<file path="config.mk">
export PLATFORM = sky130hd
export DESIGN_NAME = countdown
export DESIGN_NICKNAME = d
export VERILOG_FILES = /design/src/rtl/countdown_pkg.sv /design/src/rtl/countdown_bcd_digit_dec.sv /design/src/rtl/countdown.sv
export SDC_FILE = /design/constraint.sdc
export NUM_CORES = 1
export LEC_CHECK = 0
export BUFFER_PORTS_ARGS = -buffer_cell sky130_fd_sc_hd__buf_2
export CAP_MARGIN = 20
export CORE_MARGIN = 5
export CORE_UTILIZATION = 30
export CTS_BUF_LIST = sky130_fd_sc_hd__clkbuf_8
export DETAILED_ROUTE_END_ITERATION = 10
export PLACE_DENSITY = 0.53
export SETUP_SLACK_MARGIN = 0.2
export SLEW_MARGIN = 20
export SYNTH_ARGS = -nofsm -noshare
export SYNTH_HDL_FRONTEND = slang
export SYNTH_HIERARCHICAL = 1
export SYNTH_SLANG_ARGS = --single-unit
</file>
<file path="constraint.sdc">
create_clock -name clk -period 3 [get_ports clk]
set_input_delay 0.15 -clock clk [delete_from_list [all_inputs] [get_ports clk]]
set_output_delay 0.15 -clock clk [all_outputs]
set_load 0.03 [all_outputs]
</file>
<file path="src/rtl/countdown_pkg.sv">
// countdown shared types and constants.
// Three-digit BCD game timer.
package countdown_pkg;

  typedef enum logic [1:0] {
    IDLE    = 2'd0,
    RUNNING = 2'd1,
    PAUSED  = 2'd2,
    EXPIRED = 2'd3
  } state_t;

  localparam logic [3:0] BCD_MAX = 4'd9;

  function automatic logic [3:0] bcd_sat(
    input logic [3:0] d
  );
    return (d > BCD_MAX) ? BCD_MAX : d;
  endfunction

endpackage

</file>
<file path="src/rtl/countdown_bcd_digit_dec.sv">
// One BCD digit of a ripple decrementer.
// Borrows out when a zero digit is decremented.
module bcd_digit_dec
  import countdown_pkg::*;
(
  input  logic [3:0] digit,
  input  logic       borrow_in,
  output logic [3:0] digit_next,
  output logic       borrow_out
);

  logic is_zero;

  assign is_zero = (digit == 4'd0);

  // decrement with wrap 0 -> 9
  always_comb begin
    digit_next = digit;
    borrow_out = 1'b0;
    if (borrow_in) begin
      digit_next = is_zero ? BCD_MAX
                           : digit - 4'd1;
      borrow_out = is_zero;
    end
  end

endmodule

</file>
<file path="src/rtl/countdown.sv">
// Three-digit BCD countdown with start/pause
// and a sticky lose flag at 000.
module countdown
  import countdown_pkg::*;
(
  input  logic        clk,
  input  logic        reset,
  input  logic [11:0] init_time,
  input  logic        SwitchOp,
  input  logic        SecTimer,
  output logic [3:0]  value_three,
  output logic [3:0]  value_two,
  output logic [3:0]  value_one,
  output logic        loose_control
);

  state_t     state, state_n;
  logic       sw_q, sec_q;
  logic       start_ev, tick_ev;
  logic [3:0] d3_n, d2_n, d1_n;
  logic       lose_n;
  logic [3:0] ld3, ld2, ld1;
  logic [3:0] dec3, dec2, dec1;
  logic       b1, b2, b3;
  logic       at_one, ld_zero;

  assign start_ev = SwitchOp & ~sw_q;
  assign tick_ev  = SecTimer & ~sec_q;

  assign ld3 = bcd_sat(init_time[11:8]);
  assign ld2 = bcd_sat(init_time[7:4]);
  assign ld1 = bcd_sat(init_time[3:0]);

  assign ld_zero = (ld3 == 4'd0) &&
                   (ld2 == 4'd0) &&
                   (ld1 == 4'd0);

  assign at_one = (value_three == 4'd0) &&
                  (value_two   == 4'd0) &&
                  (value_one   == 4'd1);

  bcd_digit_dec u_ones (
    .digit      (value_one),
    .borrow_in  (1'b1),
    .digit_next (dec1),
    .borrow_out (b1)
  );

  bcd_digit_dec u_tens (
    .digit      (value_two),
    .borrow_in  (b1),
    .digit_next (dec2),
    .borrow_out (b2)
  );

  bcd_digit_dec u_hund (
    .digit      (value_three),
    .borrow_in  (b2),
    .digit_next (dec3),
    .borrow_out (b3)
  );

  // previous-cycle samples for edge detection
  always_ff @(posedge clk or negedge reset) begin
    if (!reset) begin
      sw_q  <= 1'b0;
      sec_q <= 1'b0;
    end else begin
      sw_q  <= SwitchOp;
      sec_q <= SecTimer;
    end
  end

  // next state, next digits and next flag
  always_comb begin
    state_n = state;
    d3_n    = value_three;
    d2_n    = value_two;
    d1_n    = value_one;
    lose_n  = loose_control;
    unique case (state)
      IDLE: begin
        d3_n = ld3;
        d2_n = ld2;
        d1_n = ld1;
        if (start_ev) begin
          if (ld_zero) begin
            state_n = EXPIRED;
            lose_n  = 1'b1;
          end else begin
            state_n = RUNNING;
          end
        end
      end
      RUNNING: begin
        if (start_ev) begin
          state_n = PAUSED;
        end else if (tick_ev && !b3) begin
          d3_n = dec3;
          d2_n = dec2;
          d1_n = dec1;
          if (at_one) begin
            state_n = EXPIRED;
            lose_n  = 1'b1;
          end
        end
      end
      PAUSED: begin
        if (start_ev) state_n = RUNNING;
      end
      EXPIRED: begin
        d3_n   = 4'd0;
        d2_n   = 4'd0;
        d1_n   = 4'd0;
        lose_n = 1'b1;
      end
      default: state_n = IDLE;
    endcase
  end

  // state, digit and flag registers
  always_ff @(posedge clk or negedge reset) begin
    if (!reset) begin
      state         <= IDLE;
      value_three   <= 4'd0;
      value_two     <= 4'd0;
      value_one     <= 4'd0;
      loose_control <= 1'b0;
    end else begin
      state         <= state_n;
      value_three   <= d3_n;
      value_two     <= d2_n;
      value_one     <= d1_n;
      loose_control <= lose_n;
    end
  end

endmodule

</file>
==> impl_metrics.py <==
metrics = {
    "yosys": {
        "yosysUniqueCellTypes": 35,
        "synthFlopType": "dfrtp_1",
        "ys_async_sr_fraction_pct": 100,
        "syn_inst": 129,
        "synth-edff-count": 0,
        "yosysSeqAreaShare_pct": 32.9,
        "avgSynthCellArea_um2": 10.0,
        "ys_warn_count": 6,
        "synth_top_area_share_pct": 32.9,
        "yosys.area.top_type": "dfrtp_1",
        "netlist_top_cells_area": "dfrtp_1 (33%), mux2_2 (6.1%), ha_1 (5.8%)",
        "yosys_register_bits": 17,
        "synth.cell_area_um2": 1290,
    },
    "min_path": {
        "holdPathEnd": "sec_q$_DFF_PN0_",
        "hold_depth": 1,
        "hp-class": "input port to flip-flop",
        "worstHoldStart": "SecTimer",
    },
    "global_route": {
        "grt_max_degree": 22,
        "antenna_found_initial": 0,
        "first_global_vias": 1032,
        "grt_overflow": 0,
        "grt_pass1_wl_mm": 5.06,
        "grt_use_total_pct": 11.7,
    },
    "drt": {
        "wl_per_cell_um": 15.5,
        "first_iter_violations": 49,
        "wirelength_mm": 3.28,
        "vias": 1115,
        "avgViaCountPerCell": 5.28,
        "drtPass1Iterations": 4,
        "antenna_left": 0,
        "drc": 0,
    },
    "final_layout": {
        "final_layout_size_suffix_gt1_share_pct": 33.5,
        "fin_nets": 184,
        "diodes": 0,
        "final_util_pct": 38.5,
        "fillers": 427,
        "synthToLayoutAreaGrowth_pct": 21.8,
    },
    "worst_setup_path": {
        "crit_type": "flip-flop to flip-flop",
        "cp_cell_sequence": "nand2b_4, nor4_1, buf_4, nand2b_4, nor4_4, nand2b_4, nor4_2, nor3b_2, nand2_1, a21oi_4, mux2_1",
        "cp_slowest_stage_delay_ns": 0.43,
        "r2r_setup_slack_ns": 0.50,
        "slowest_stage": "dfrtp_1",
        "required_ns": 3.14,
        "crit_family": "simple AND/OR/NAND/NOR gates",
        "r2r_cells": 11,
        "crit_fanout": 13,
        "critPathArrivalTime_ns": 2.64,
        "critPathBufInv": 1,
        "r2r-end": "value_one[0]$_DFFE_PN0P_",
        "crit-reg2reg-launch": "value_one[0]$_DFFE_PN0P_",
        "worstSetupStartpointType": "flip-flop",
        "path_common_cell": "nand2b_4",
        "crit_path_end_kind": "flip-flop",
    },
    "power": {
        "p_leak_nw": 0.738,
        "p_per_area_nw_per_um2": 1030,
        "peakVddDrop_v": 0.000384,
    },
    "floorplan": {
        "initial_core_util_pct": 31.6,
        "core_um2": 4090,
        "die_y_um": 75.6,
        "dieArea_um2": 5720,
        "placementRows": 23,
        "die_x_um": 75.6,
        "boundaryPins": 29,
    },
    "clocking": {
        "tritoncts": "done",
        "cts-buffers-inserted": 3,
        "cts.sinks": 17,
        "clockBufferDepth": 2,
        "insertion_delay_ns": 0.25,
        "cts_setup_buffers": 0,
        "root_buffer": "clkbuf_8",
        "cts_max_level": 1,
        "cts.clk_slew.worst_paths_ns": 0.07,
    },
    "run": {
        "cap_violations": 0,
    },
    "outcome": {
        "status": "finished, final reports clean",
    },
    "sta": {
        "fin_skew_ns": 0.00499,
        "rsz0062_at_grt": "no",
        "whs_ns": 0.00959,
        "setup_violations": 0,
        "finalMaxSlewViolations": 0,
        "post-route-period-util_pct": 83.4,
        "fmax_ghz": 0.400,
        "post-route-min-period_ns": 2.50,
        "tns_ns": 0,
        "relSlewSlack_pct": 44.5,
        "worst_pin_slew_ns": 0.833,
        "worst_slack_ns": 0.499,
        "hold_viol_final": 0,
    },
    "placement": {
        "pre_cts_ws_ns": 0.320,
        "gp_congestion": 0.836,
        "portBuffers": 28,
        "dp_hpwl_mm": 2.48,
    },
}
==> timing repair <==
action	4_1_cts	5_1_grt
gates resized for setup	0	3
endpoints found under the setup margin	0	11
hold buffers	1	0
endpoints found under the hold margin	17	0
==> logic make-up after synthesis <==
kind of cell	count (synthesis)	share of synthesized area [%]
AND/OR/NAND/NOR	49	26.5
AO/OA/AOI/OAI	29	16.7
flip-flops	17	32.9
multiplexers	13	11.0
buffers and inverters	8	2.71
adder cells (fa/ha/maj)	6	5.81
XOR/XNOR	6	4.07
other	1	0.290
==> cells in the final DEF (no fill, tap or decap), drive strengths merged, types with 5 or more instances in the layout <==
master,count
ha,6
nor2,9
dfrtp,17
a22o,6
xor2,6
o21ai,8
nor4,8
buf,29
mux2,10
nand2b,5
nand2,9
inv,6
nor3,6
==> routing by layer <==
layer  GRT usage (%)  wire [um]  vias to the layer above
met1            15.1       1430                      533
met2            19.2       1590                       37
li1                -          -                      539
met5               0          0                        -
met4            3.11         48                        0
met3            3.17        206                        6
==> stage by stage <==
step	power (W)	cell area, um^2	std cells
after global routing	0.00173	1570	211
after global placement	0.00142	1500	206
after floorplan	0.00120	1300	130
after CTS	0.00161	1550	211
after detailed placement	0.00143	1500	206
final	0.00162	1570	211
==> how the worst max path moves through the flow <==
stage	startpoint	to	depth (start not counted)
final	value_one[0]$_DFFE_PN0P_	value_one[0]$_DFFE_PN0P_	11
after floorplan	value_one[0]$_DFFE_PN0P_	value_one[0]$_DFFE_PN0P_	11
after CTS	value_one[0]$_DFFE_PN0P_	value_one[0]$_DFFE_PN0P_	11
after detailed placement	value_one[0]$_DFFE_PN0P_	value_one[0]$_DFFE_PN0P_	11
after global routing	value_one[0]$_DFFE_PN0P_	value_one[0]$_DFFE_PN0P_	11
after global placement	value_one[1]$_DFFE_PN0P_	value_three[0]$_DFFE_PN0P_	10
==> cells in the mapped netlist (2+ instances only) <==
| cell type | count |
|---|---|
| dfrtp_1 | 17 |
| nand2_1 | 9 |
| nor2_1 | 9 |
| o21ai_0 | 8 |
| mux2_2 | 7 |
| a22o_1 | 6 |
| ha_1 | 6 |
| nor3_1 | 6 |
| nor4_1 | 6 |
| xor2_1 | 6 |
| inv_1 | 5 |
| o21a_1 | 4 |
| a21o_2 | 3 |
| a21oi_1 | 3 |
| mux2_1 | 3 |
| mux2i_1 | 3 |
| nand2b_4 | 3 |
| nor3b_1 | 3 |
| or4b_1 | 3 |
| nand2b_1 | 2 |
| nand3_1 | 2 |
| nor4_4 | 2 |
==> report_power, final <==
part / internal (W) / switching, W
Sequential: 0.000316 / 0.000183
Combinational: 0.000427 / 0.000518
Clock: 0.0000909 / 0.0000801
==> area by class of cell <==
class	count	area, um^2	area share [%]
Sequential cell	17	425	27.0
Tap cell	50	62.6	3.97
Clock inverter	1	3.75	0.238
Clock buffer	3	41.3	2.62
Timing Repair Buffer	30	158	10.0
Inverter	5	18.8	1.19
Multi-Input combinational cell	105	865	54.9
==> registers in the layout, indices dropped and copies added (netlist names) <==
name	count
state	2
loose_control	1
value_one	4
value_three	4
sw_q	1
sec_q	1
value_two	4
Power figures use the tool's default switching activity.
